===== src/rtl/updown_sweep_ctrl.sv =====
// updown_sweep_ctrl: triangular sweep sequencer.
// Latches lo/hi/dwell/sweep-count on an accepted start. It then runs a counter
// lo->hi->lo for the requested number of sweeps, holding dwell extra cycles at
// each endpoint. It reports done, abort (by returning idle) and rejected starts.
module updown_sweep_ctrl #(
  parameter int unsigned WIDTH   = 4,
  parameter int unsigned DWELL_W = 4,
  parameter int unsigned SWEEP_W = 8
) (
  input  logic               clock,
  input  logic               reset,
  input  logic               start,
  input  logic               stop,
  input  logic [WIDTH-1:0]   lo,
  input  logic [WIDTH-1:0]   hi,
  input  logic [DWELL_W-1:0] dwell,
  input  logic [SWEEP_W-1:0] n_sweeps,
  output logic [WIDTH-1:0]   count,
  output logic               updown,
  output logic               busy,
  output logic               done,
  output logic               err,
  output logic [SWEEP_W-1:0] sweeps_done
);

  typedef enum logic [2:0] {
    S_IDLE     = 3'd0,
    S_UP       = 3'd1,
    S_DWELL_HI = 3'd2,
    S_DOWN     = 3'd3,
    S_DWELL_LO = 3'd4,
    S_DONE     = 3'd5
  } state_t;

  state_t             state;
  state_t             state_nxt;

  logic [WIDTH-1:0]   lo_q;
  logic [WIDTH-1:0]   hi_q;
  logic [DWELL_W-1:0] dwell_q;
  logic [SWEEP_W-1:0] n_q;
  logic [DWELL_W-1:0] dwell_cnt;

  logic [WIDTH-1:0]   lo_nxt;
  logic [WIDTH-1:0]   hi_nxt;
  logic [DWELL_W-1:0] dwell_nxt;
  logic [SWEEP_W-1:0] n_nxt;
  logic [DWELL_W-1:0] dwell_cnt_nxt;
  logic [WIDTH-1:0]   count_nxt;
  logic [SWEEP_W-1:0] sweeps_done_nxt;
  logic               done_nxt;
  logic               err_nxt;

  logic               cfg_bad;
  logic               start_req;
  logic               abort;
  logic               at_hi;
  logic               at_lo;
  logic               dwell_zero;
  logic               dwell_cnt_zero;
  logic               last_sweep;
  logic [SWEEP_W-1:0] sweeps_inc;

  // Shared decode used by both the next-state and the datapath logic.
  assign cfg_bad        = (lo >= hi) || (n_sweeps == '0);
  assign start_req      = start && !stop;
  assign abort          = busy && stop;
  assign at_hi          = (count == hi_q);
  assign at_lo          = (count == lo_q);
  assign dwell_zero     = (dwell_q == '0);
  assign dwell_cnt_zero = (dwell_cnt == '0);
  assign sweeps_inc     = SWEEP_W'(sweeps_done + SWEEP_W'(1));
  assign last_sweep     = (sweeps_inc == n_q);

  // Direction and activity are decoded straight from the state register.
  assign busy   = (state == S_UP) || (state == S_DWELL_HI) ||
                  (state == S_DOWN) || (state == S_DWELL_LO);
  assign updown = (state == S_UP) || (state == S_DWELL_HI);

  // State register.
  always_ff @(posedge clock or posedge reset) begin
    if (reset) begin
      state <= S_IDLE;
    end else begin
      state <= state_nxt;
    end
  end

  // Next-state logic; stop overrides every busy transition.
  always_comb begin
    state_nxt = state;
    if (abort) begin
      state_nxt = S_IDLE;
    end else begin
      case (state)
        S_IDLE: begin
          if (start_req && !cfg_bad) state_nxt = S_UP;
        end
        S_UP: begin
          if (at_hi) state_nxt = dwell_zero ? S_DOWN : S_DWELL_HI;
        end
        S_DWELL_HI: begin
          if (dwell_cnt_zero) state_nxt = S_DOWN;
        end
        S_DOWN: begin
          if (at_lo) begin
            if (last_sweep)      state_nxt = S_DONE;
            else if (dwell_zero) state_nxt = S_UP;
            else                 state_nxt = S_DWELL_LO;
          end
        end
        S_DWELL_LO: begin
          if (dwell_cnt_zero) state_nxt = S_UP;
        end
        S_DONE: begin
          state_nxt = S_IDLE;
        end
        default: begin
          state_nxt = S_IDLE;
        end
      endcase
    end
  end

  // Datapath next values: count, dwell timer, sweep tally, config latch, pulses.
  always_comb begin
    count_nxt       = count;
    sweeps_done_nxt = sweeps_done;
    dwell_cnt_nxt   = dwell_cnt;
    lo_nxt          = lo_q;
    hi_nxt          = hi_q;
    dwell_nxt       = dwell_q;
    n_nxt           = n_q;
    done_nxt        = 1'b0;
    err_nxt         = 1'b0;
    if (!abort) begin
      case (state)
        S_IDLE: begin
          if (start_req) begin
            if (cfg_bad) begin
              err_nxt = 1'b1;
            end else begin
              lo_nxt          = lo;
              hi_nxt          = hi;
              dwell_nxt       = dwell;
              n_nxt           = n_sweeps;
              count_nxt       = lo;
              sweeps_done_nxt = '0;
            end
          end
        end
        S_UP: begin
          if (at_hi) begin
            if (dwell_zero) count_nxt = WIDTH'(hi_q - WIDTH'(1));
            else            dwell_cnt_nxt = DWELL_W'(dwell_q - DWELL_W'(1));
          end else begin
            count_nxt = WIDTH'(count + WIDTH'(1));
          end
        end
        S_DWELL_HI: begin
          if (dwell_cnt_zero) count_nxt = WIDTH'(count - WIDTH'(1));
          else                dwell_cnt_nxt = DWELL_W'(dwell_cnt - DWELL_W'(1));
        end
        S_DOWN: begin
          if (at_lo) begin
            sweeps_done_nxt = sweeps_inc;
            if (last_sweep)      done_nxt = 1'b1;
            else if (dwell_zero) count_nxt = WIDTH'(lo_q + WIDTH'(1));
            else                 dwell_cnt_nxt = DWELL_W'(dwell_q - DWELL_W'(1));
          end else begin
            count_nxt = WIDTH'(count - WIDTH'(1));
          end
        end
        S_DWELL_LO: begin
          if (dwell_cnt_zero) count_nxt = WIDTH'(count + WIDTH'(1));
          else                dwell_cnt_nxt = DWELL_W'(dwell_cnt - DWELL_W'(1));
        end
        default: begin
        end
      endcase
    end
  end

  // Datapath registers.
  always_ff @(posedge clock or posedge reset) begin
    if (reset) begin
      count       <= '0;
      sweeps_done <= '0;
      dwell_cnt   <= '0;
      lo_q        <= '0;
      hi_q        <= '0;
      dwell_q     <= '0;
      n_q         <= '0;
      done        <= 1'b0;
      err         <= 1'b0;
    end else begin
      count       <= count_nxt;
      sweeps_done <= sweeps_done_nxt;
      dwell_cnt   <= dwell_cnt_nxt;
      lo_q        <= lo_nxt;
      hi_q        <= hi_nxt;
      dwell_q     <= dwell_nxt;
      n_q         <= n_nxt;
      done        <= done_nxt;
      err         <= err_nxt;
    end
  end

endmodule


===== config.mk =====
export PLATFORM = sky130hd
export DESIGN_NAME = updown_sweep_ctrl
export DESIGN_NICKNAME = d
export VERILOG_FILES = /design/src/rtl/updown_sweep_ctrl.sv
export SDC_FILE = /design/constraint.sdc
export NUM_CORES = 1
export LEC_CHECK = 0
export BUFFER_PORTS_ARGS = -buffer_cell sky130_fd_sc_hd__buf_4
export CORE_MARGIN = 2
export CORE_UTILIZATION = 40
export CTS_BUF_LIST = sky130_fd_sc_hd__clkbuf_16
export DETAILED_ROUTE_END_ITERATION = 8
export PLACE_DENSITY = 0.7
export SLEW_MARGIN = 20
export SYNTH_ARGS = -nofsm -noshare
export SYNTH_HDL_FRONTEND = slang
export SYNTH_SLANG_ARGS = --single-unit

===== constraint.sdc =====
create_clock -name clock -period 5.63 [get_ports clock]
set_clock_uncertainty 0.2 [all_clocks]
set_input_delay 0.2815 -clock clock [delete_from_list [all_inputs] [get_ports clock]]
set_output_delay 0.2815 -clock clock [all_outputs]
set_load 0.005 [all_outputs]

==> results.sh, run 1 <==
export IMPL_critPathCapture="count[1]$_DFFE_PP0P_"
export IMPL_crit_buf_inv=0
export IMPL_crit_start="sweeps_done[0]$_DFFE_PP0P_"
export IMPL_timing_worst_slew_pin_value_ns=0.959
export IMPL_die_ar_sq_um=7880
export IMPL_grt_pass1_wl_um=10500
export IMPL_syn_area_per_cell_sq_um=9.54
export IMPL_path_clk_slew_ns=0.06
export IMPL_ant_nets=0
export IMPL_wire_per_inst_um=14.9
export IMPL_grt_total_usage_pct=17.1
export IMPL_hpwlAfterDp_um=4710
export IMPL_synth_edf_count=0
export IMPL_port_buffers=39
export IMPL_min_period_over_period_pct=50.2
export IMPL_power_static_leakage_nw=1.44
export IMPL_synth_cell_types=56
export IMPL_number_of_vias_after_detailed_routing=2320
export IMPL_grt_max_usage_layer="met2"
export IMPL_holdBufCountCts=1
export IMPL_cp_depth=8
export IMPL_syn_inst_count=301
export IMPL_r2r_start="sweeps_done[0]$_DFFE_PP0P_"
export IMPL_commonest_cells_after_routing_fill_and_taps_aside="sky130_fd_sc_hd__dfrtp_1, sky130_fd_sc_hd__buf_4, sky130_fd_sc_hd__o21ai_0, sky130_fd_sc_hd__nand2_1, sky130_fd_sc_hd__mux2_2"
export IMPL_synthesis_area_sq_um=2870
export IMPL_first_pass_iters=4
export IMPL_grt_overflow_total=0
export IMPL_antenna_diode_count=0
export IMPL_final_core_util_pct=48.3
export IMPL_setup_tns_ns=0
export IMPL_r2r_end="count[1]$_DFFE_PP0P_"
export IMPL_unrepaired_setup_endpoints_after_global_routing="false"
export IMPL_layout_min_cycle_time_ns=2.82
export IMPL_worstSetupEndpointType="flip-flop"
export IMPL_critical_path_max_stage_delay_ns=0.50
export IMPL_drc=0
export IMPL_cts_tree="done"
export IMPL_critical_path_top_delay_family="simple AND/OR/NAND/NOR gates"
export IMPL_wirelength_um=6350
export IMPL_number_of_global_route_vias_before_repair=2182
export IMPL_cts_root_buffer_cell="sky130_fd_sc_hd__clkbuf_16"
export IMPL_path_class="flip-flop to flip-flop"
export IMPL_die_height_um=88.7
export IMPL_drv_slew=0
export IMPL_ctsLongestPathBuffers=2
export IMPL_yosysWarningCount=0
export IMPL_ios=40
export IMPL_ys_dominant_reg_cell="sky130_fd_sc_hd__dfrtp_1"
export IMPL_worstPathMaxFanout=7
export IMPL_die_x_um=88.7
export IMPL_global_route_track_usage_on_met1_pct=23.4
export IMPL_worst_hold_path_type="primary input to flip-flop"
export IMPL_numCtsBuffers=5
export IMPL_timing_fmax_mhz=354
export IMPL_crit_slowest_cell="sky130_fd_sc_hd__nor4_4"
export IMPL_report_final_hold_viol_count=0
export IMPL_cells_along_the_critical_path="ha_1, xor2_1, a311oi_1, o211ai_1, nor4_4, o21bai_4, nand2_1, mux2_2"
export IMPL_gp_congestion=0.831
export IMPL_cts_repair_resize_count=0
export IMPL_starting_density_of_the_core_pct=41.8
export IMPL_globalRouteMet2Util_pct=28.1
export IMPL_post_route_cells_drive_above_1_share_pct=23.3
export IMPL_r2r_worst_path_cells=8
export IMPL_htree_num_levels=2
export IMPL_ys_ff_latch=41
export IMPL_layout_cells_most_common="sky130_fd_sc_hd__dfrtp_1"
export IMPL_timing_max_slew_rel_slack_pct=36.0
export IMPL_timing_final_setup_violations=0
export IMPL_drv_max_cap_violation_count=0
export IMPL_drt_initial_drc_count=184
export IMPL_asyncSetResetFlopFracSynth_pct=100
export IMPL_status="completed"
export IMPL_critPathArrivalTime_ns=2.79
export IMPL_standard_cell_row_count=30
export IMPL_area_delta_synth_final_pct=15.4
export IMPL_core_region_area_sq_um=6870
export IMPL_worst_r2r_setup_slack_ns=2.81
export IMPL_clkLatencyLatePin_ns=0.28
export IMPL_synth_yosys_seq_area_share_pct=35.7
export IMPL_grtUsageMet3_pct=2.43
export IMPL_finalNetCount=364
export IMPL_clock_sinks=41
export IMPL_timing_hold_worst_path_depth=2
export IMPL_critPathLaunchType="flip-flop"
export IMPL_p_per_cell_area_nw_per_um2=496
export IMPL_grt_start_max_net_pins=42
export IMPL_ir_drop_mv=0.168
export IMPL_data_required_critical_path_ns=5.60
export IMPL_postCtsSetupBuffers=0
export IMPL_routed_via_density=5.43
export IMPL_antenna_found_initial=0
export IMPL_nets_in_the_synthesized_netlist=335
cells by family after synthesis:
kind of cell	after synthesis	synth area share [%]
compound gates	74	18.1
buf+inv	32	6.23
simple gates	100	20.1
flops	41	35.7
xor+xnor	21	6.66
fa+ha+maj	10	4.36
mux	23	8.84
cells in the mapped netlist, drive strengths merged, types with 7 or more instances:
| cell type | instances | area share (%) |
|---|---|---|
| o211ai | 7 | 1.8 |
| nand3 | 7 | 1.2 |
| o21ai | 24 | 4.2 |
| xor2 | 14 | 4.5 |
| nand2 | 25 | 3.4 |
| inv | 13 | 1.7 |
| buf | 13 | 3.7 |
| dfrtp | 41 | 36 |
| xnor2 | 7 | 2.1 |
| mux2 | 19 | 7.4 |
| nor2 | 12 | 1.7 |
| nor3 | 11 | 1.9 |
| nand2b | 11 | 2.7 |
| ha | 10 | 4.4 |
| a21oi | 12 | 2.1 |
worst min path at each step:
stage               startpoint  slack (ns)                       end
floorplan                 stop        0.15      state[1]$_DFFE_PP0P_
global placement         reset        0.25        n_q[3]$_DFFE_PP0P_
detailed placement       reset        0.26  dwell_cnt[3]$_DFFE_PP0P_
CTS                       stop        0.02      state[1]$_DFFE_PP0P_
global route          dwell[3]        0.02    dwell_q[3]$_DFFE_PP0P_
finish                    stop        0.03      state[1]$_DFFE_PP0P_
state kept, by name, summed over array words and instances, names as in the netlist:
name,cells
state,3
lo_q,4
n_q,8
err,1
hi_q,4
count,4
dwell_q,4
sweeps_done,8
dwell_cnt,4
done,1
layout make-up:
| type | count | area (sq um) |
|---|---|---|
| repair buffers | 41 | 310 |
| well taps | 96 | 120 |
| fillers | 655 | 3550 |
| clock buffers | 5 | 125 |
| multi-input cells | 228 | 1670 |
| inverters | 13 | 48.8 |
| flip-flops and latches | 41 | 1030 |
| clock inverters | 3 | 16.3 |
stage by stage:
| stage | hold WS, ns | instance area, sq um | worst slack [ns] | cells | power [mW] |
|---|---|---|---|---|---|
| 2_1_floorplan | 0.152 | 2870 | 3.02 | 301 | 1.19 |
| 3_3_place_gp | 0.252 | 3160 | 2.78 | 418 | 1.33 |
| 3_5_place_dp | 0.259 | 3160 | 2.79 | 418 | 1.37 |
| 4_1_cts | 0.0250 | 3310 | 2.79 | 427 | 1.65 |
| 5_1_grt | 0.0215 | 3310 | 2.58 | 427 | 1.79 |
| 6_report | 0.0259 | 3310 | 2.81 | 427 | 1.64 |
power breakdown:
| part | switching [mW] | leakage [nW] | internal, mW |
|---|---|---|---|
| Sequential | 0.170 | 0.512 | 0.409 |
| Combinational | 0.401 | 0.858 | 0.384 |
| Clock | 0.117 | 0.0693 | 0.163 |
| Total | 0.688 | 1.44 | 0.957 |
routing by layer:
layer	wire length [um]	vias up
li1	-	1150
met1	2950	1106
met2	3010	56
met3	294	8
met4	98	0
met5	0	-
(Power assumes the default switching activity.)
==> run 2, diff against run 1 <==
clock period = 2.7 ns   (was 5.63 ns; I/O delays follow)
==> run 2 against run 1 <==
Against the previous run: the flow now finishes with violations (negative hold slack); clock power rose by 110%; critical path depth rose by 1; setup slack got worse by 2.7 ns.
==> results.sh, run 2 (synthesis gave the netlist of run 1 again) <==
export IMPL_hpwlAfterDp_um=4890
export IMPL_power_static_leakage_nw=1.60
export IMPL_critPathArrivalTime_ns=2.55
export IMPL_starting_density_of_the_core_pct=41.8
export IMPL_setup_tns_ns=0
export IMPL_switchingPower_mw=1.47
export IMPL_grt_total_usage_pct=18.6
export IMPL_antenna_found_initial=0
export IMPL_worstSetupEndpointType="flip-flop"
export IMPL_path_clk_slew_ns=0.06
export IMPL_number_of_global_route_vias_before_repair=2312
export IMPL_power_share_clock_pct=16.4
export IMPL_commonest_cells_after_routing_fill_and_taps_aside="sky130_fd_sc_hd__buf_4, sky130_fd_sc_hd__dfrtp_1, sky130_fd_sc_hd__nand2_1"
export IMPL_worst_hold_path_type="primary input to flip-flop"
export IMPL_data_required_critical_path_ns=2.67
export IMPL_wire_per_inst_um=14.6
export IMPL_timing_max_slew_rel_slack_pct=62.9
export IMPL_first_pass_iters=4
export IMPL_port_buffers=39
export IMPL_antenna_diode_count=0
export IMPL_die_x_um=88.7
export IMPL_globalRouteMet2Util_pct=29.0
export IMPL_die_ar_sq_um=7880
export IMPL_drc=0
export IMPL_cts_root_buffer_cell="sky130_fd_sc_hd__clkbuf_16"
export IMPL_report_final_hold_viol_count=1
export IMPL_grt_pass1_wl_um=11300
export IMPL_ctsLongestPathBuffers=2
export IMPL_p_per_cell_area_nw_per_um2=976
export IMPL_postCtsSetupBuffers=0
export IMPL_htree_num_levels=2
export IMPL_area_delta_synth_final_pct=26.8
export IMPL_timing_worst_slew_pin_value_ns=0.551
export IMPL_core_region_area_sq_um=6870
export IMPL_grtUsageMet3_pct=3.36
export IMPL_ir_drop_mv=0.435
export IMPL_cts_tree="done"
export IMPL_critPathLaunchType="flip-flop"
export IMPL_min_period_over_period_pct=95.5
export IMPL_grt_overflow_total=0
export IMPL_power_internal_mw=2.08
export IMPL_layout_cells_most_common="sky130_fd_sc_hd__buf_4"
export IMPL_grt_max_usage_layer="met2"
export IMPL_power_share_combinational_pct=51.0
export IMPL_unrepaired_setup_endpoints_after_global_routing="false"
export IMPL_gp_congestion=0.856
export IMPL_routed_via_density=5.33
export IMPL_swShare_pct=41.4
export IMPL_numCtsBuffers=5
export IMPL_die_height_um=88.7
export IMPL_timing_fmax_mhz=388
export IMPL_path_class="flip-flop to flip-flop"
export IMPL_drt_initial_drc_count=198
export IMPL_status="complete, but fails checks"
export IMPL_worstPathMaxFanout=7
export IMPL_drv_max_cap_violation_count=0
export IMPL_finalHoldWorstSlack_ns=-0.0140
export IMPL_layout_min_cycle_time_ns=2.58
export IMPL_wirelength_um=6710
export IMPL_ios=40
export IMPL_finalNetCount=398
export IMPL_post_route_cells_drive_above_1_share_pct=25.8
export IMPL_fillers=601
export IMPL_grt_start_max_net_pins=42
export IMPL_standard_cell_row_count=30
export IMPL_power_total_mw=3.56
export IMPL_clock_sinks=41
export IMPL_number_of_vias_after_detailed_routing=2456
export IMPL_global_route_track_usage_on_met1_pct=26.2
export IMPL_violated_checks="negative hold slack"
export IMPL_timing_final_setup_violations=0
export IMPL_clkLatencyLatePin_ns=0.29
export IMPL_reg_top3="n_q: 8 flops, sweeps_done: 8 flops"
export IMPL_share_seq_of_total_power_pct=32.7
export IMPL_ant_nets=0
export IMPL_drv_slew=0
[run 2: cell types whose count changed in the layout (fill, tap and decap cells not counted), moves of 2 or more]
cell,previous run,this run
sky130_fd_sc_hd__clkinvlp_4,0,2
sky130_fd_sc_hd__buf_4,40,53
sky130_fd_sc_hd__clkinv_1,2,0
sky130_fd_sc_hd__dlygate4sd3_1,1,22
[run 2: layer usage]
metal  part of all wire [%]  up-vias
li1                       -     1221
met1                     47     1163
met2                     46       59
met3                    4.8       13
met4                    1.9        0
met5                      0        -
[run 2: power groups by stage]
stage / logic [mW] / clock network, mW / registers, mW
after floorplan: 1.44 / 0 / 1.04
after global placement: 1.72 / 0 / 1.16
after detailed placement: 1.76 / 0 / 1.17
after CTS: 1.79 / 0.594 / 1.15
after global routing: 2.03 / 0.626 / 1.20
final: 1.81 / 0.583 / 1.16
[run 2: metrics by stage]
stage	hold WS, ns	utilization [%]	cells	setup slack (ns)	cell area (sq um)
floorplan	0.00578	-	301	0.0900	2870
global placement	0.109	47.5	431	0.135	3260
detailed placement	0.119	47.5	431	0.117	3260
CTS	0.00229	52.8	461	0.0114	3620
global route	0.0110	53.0	461	0.00165	3640
finish	-0.0140	53.0	461	0.122	3640
[run 2: path summary, 6_finish.rpt]
kind,start,endpoint,slack (ns),cells after the start
max in group asynchronous,reset,state[2]$_DFFE_PP0P_,1.59,4
setup reg to reg,sweeps_done[0]$_DFFE_PP0P_,count[1]$_DFFE_PP0P_,0.12,9
hold reg to reg,dwell_q[0]$_DFFE_PP0P_,dwell_q[0]$_DFFE_PP0P_,0.33,1
hold / removal,lo[0],lo_q[0]$_DFFE_PP0P_,-0.01,3
setup / recovery,sweeps_done[0]$_DFFE_PP0P_,count[1]$_DFFE_PP0P_,0.12,9
min in group asynchronous,reset,n_q[0]$_DFFE_PP0P_,0.34,4
[run 2: worst max-delay path, cell delays in order, from the launching register on]
cell and delay [ns]:
sky130_fd_sc_hd__dfrtp_1 0.39, sky130_fd_sc_hd__ha_1 0.32, sky130_fd_sc_hd__xor2_1 0.18, sky130_fd_sc_hd__a311oi_2 0.24
sky130_fd_sc_hd__o211ai_1 0.16, sky130_fd_sc_hd__nor4_4 0.26, sky130_fd_sc_hd__buf_4 0.19, sky130_fd_sc_hd__o21bai_4 0.09
sky130_fd_sc_hd__nand2_1 0.11, sky130_fd_sc_hd__mux2_2 0.33
[run 2: what timing repair did]
| item | CTS | global route |
|---|---|---|
| gates resized for setup | 0 | 4 |
| endpoints found under the setup margin | 0 | 10 |
| endpoints found under the hold margin | 63 | 0 |
| hold buffers | 22 | 0 |
[run 2: area by class of cell]
cell class	instances	area, sq um	area share (%)
timing repair buffer	75	618	17.0
multi-input combinational	228	1690	46.3
inverter	13	48.8	1.34
sequential	41	1030	28.2
clock inverter	3	18.8	0.515
clock buffer	5	125	3.43
tap	96	120	3.30
==> run 3, diff against run 2 <==
clock period = 2.9 ns   (was 2.7 ns; I/O delays follow)
==> run 3 against run 2 <==
Against the previous run: utilization is 0.42 points lower; critical endpoint is now sweeps_done[6]$_DFFE_PP0P_; highest routed layer unchanged; setup slack better by 0.056 ns; routed wire length is 0.91% lower; the flow now finishes without violations.
==> results.sh, run 3 (synthesis gave the netlist of run 1 again) <==
export IMPL_report_final_hold_viol_count=0
export IMPL_port_buffers=39
export IMPL_timing_worst_slew_pin_value_ns=0.877
export IMPL_routed_via_density=5.29
export IMPL_crit_path_frequent_cell="sky130_fd_sc_hd__nand2b_1"
export IMPL_ant_nets=0
export IMPL_htree_num_levels=2
export IMPL_worstPathMaxFanout=8
export IMPL_ir_drop_mv=0.402
export IMPL_clkLatencyLatePin_ns=0.29
export IMPL_standard_cell_row_count=30
export IMPL_post_route_cells_drive_above_1_share_pct=24.2
export IMPL_hpwlAfterDp_um=4900
export IMPL_critPathArrivalTime_ns=2.70
export IMPL_drc=0
export IMPL_first_pass_iters=4
export IMPL_data_required_critical_path_ns=2.88
export IMPL_path_clk_slew_ns=0.06
export IMPL_area_delta_synth_final_pct=25.8
export IMPL_grt_pass1_wl_um=11000
export IMPL_starting_density_of_the_core_pct=41.8
export IMPL_grt_max_usage_layer="met2"
export IMPL_timing_max_slew_rel_slack_pct=41.5
export IMPL_commonest_cells_after_routing_fill_and_taps_aside="sky130_fd_sc_hd__buf_4, sky130_fd_sc_hd__dfrtp_1, sky130_fd_sc_hd__o21ai_0, sky130_fd_sc_hd__nand2_1, sky130_fd_sc_hd__dlygate4sd3_1"
export IMPL_reg_top3="n_q: 8 flops, sweeps_done: 8 flops"
export IMPL_antenna_found_initial=0
export IMPL_p_per_cell_area_nw_per_um2=929
export IMPL_min_period_over_period_pct=93.8
export IMPL_cts_tree="done"
export IMPL_wirelength_um=6650
export IMPL_grt_total_usage_pct=17.9
export IMPL_critPathLaunchType="primary input"
export IMPL_cts_repair_resize_count=0
export IMPL_layout_cells_most_common="sky130_fd_sc_hd__buf_4"
export IMPL_numCtsBuffers=5
export IMPL_final_setup_worst_slack_ns=0.178
export IMPL_die_height_um=88.7
export IMPL_worst_hold_path_type="primary input to flip-flop"
export IMPL_die_ar_sq_um=7880
export IMPL_setup_tns_ns=0
export IMPL_finalNetCount=393
export IMPL_ios=40
export IMPL_drv_slew=0
export IMPL_drt_initial_drc_count=134
export IMPL_core_region_area_sq_um=6870
export IMPL_global_route_track_usage_on_met1_pct=25.0
export IMPL_place_ws_ns=0.218
export IMPL_antenna_diode_count=0
export IMPL_timing_fmax_mhz=367
export IMPL_layout_min_cycle_time_ns=2.72
export IMPL_unrepaired_setup_endpoints_after_global_routing="false"
export IMPL_path_class="primary input to flip-flop"
export IMPL_clock_sinks=41
export IMPL_power_static_leakage_nw=1.58
export IMPL_grt_overflow_total=0
export IMPL_critical_path_max_stage_delay_ns=0.54
export IMPL_number_of_global_route_vias_before_repair=2285
export IMPL_grt_start_max_net_pins=25
export IMPL_gp_congestion=0.867
export IMPL_timing_final_setup_violations=0
export IMPL_crit_slowest_cell="sky130_fd_sc_hd__dlygate4sd3_1"
export IMPL_globalRouteMet2Util_pct=28.2
export IMPL_status="completed"
export IMPL_wire_per_inst_um=14.6
export IMPL_die_x_um=88.7
export IMPL_drv_max_cap_violation_count=0
export IMPL_number_of_vias_after_detailed_routing=2411
export IMPL_ctsLongestPathBuffers=2
export IMPL_grtUsageMet3_pct=2.99
export IMPL_cts_root_buffer_cell="sky130_fd_sc_hd__clkbuf_16"
export IMPL_cells_along_the_critical_path="dlygate4sd3_1, buf_4, inv_1, ha_1, nand2b_1, a211oi_1, o211ai_1, o32ai_1, nand2b_1, nand2b_4, o41ai_2"
export IMPL_worstSetupEndpointType="flip-flop"
[run 3: routing by layer]
layer,up-vias,routed length [um]
met5,-,0
met4,0,109
met3,10,256
met2,51,3150
met1,1144,3130
li1,1206,-
[run 3: path summary, 6_finish.rpt]
| path | start | endpoint | slack [ns] | depth (start not counted) |
|---|---|---|---|---|
| max | lo[0] | sweeps_done[6]$_DFFE_PP0P_ | 0.18 | 11 |
| min | start | err$_DFF_PP0_ | 0.09 | 3 |
| max reg2reg | sweeps_done[0]$_DFFE_PP0P_ | count[1]$_DFFE_PP0P_ | 0.20 | 9 |
| min reg2reg | dwell_q[0]$_DFFE_PP0P_ | dwell_q[0]$_DFFE_PP0P_ | 0.34 | 1 |
| max in group asynchronous | reset | count[3]$_DFFE_PP0P_ | 1.42 | 4 |
| min in group asynchronous | reset | n_q[5]$_DFFE_PP0P_ | 0.41 | 3 |
[run 3: layout make-up]
class,instances,area (sq um)
multi-input cells,228,1670
repair buffers,70,581
flip-flops and latches,41,1030
well taps,96,120
inverters,13,48.8
clock buffers,5,125
fillers,643,3250
clock inverters,3,46.3
[run 3: through the flow]
| step | cells | area, sq um | hold WS (ns) | power (mW) | util (%) |
|---|---|---|---|---|---|
| 2_1_floorplan | 301 | 2870 | 0.0158 | 2.31 | - |
| 3_3_place_gp | 426 | 3220 | 0.178 | 2.63 | 46.9 |
| 3_5_place_dp | 426 | 3220 | 0.180 | 2.68 | 46.9 |
| 4_1_cts | 456 | 3610 | 0.0812 | 3.37 | 52.6 |
| 5_1_grt | 456 | 3610 | 0.0925 | 3.63 | 52.6 |
| 6_report | 456 | 3610 | 0.0887 | 3.36 | 52.6 |
[run 3: critical path, delay by kind of cell]
family                     cells  cell delay [ns]
AOI/OAI and AO/OA              4             1.09
buffers and inverters          3             0.77
and+or+nand+nor                3             0.47
adders and majority gates      1             0.23
[run 3: what timing repair did]
item                                    4_1_cts  5_1_grt
endpoints found under the hold margin        44        0
buffers inserted                              0        0
hold buffers                                 22        0
endpoints found under the setup margin        0        0
[run 3: power breakdown]
group | switching (mW) | internal [mW]
logic | 0.807 | 0.790
registers | 0.323 | 0.795
clock network | 0.236 | 0.407
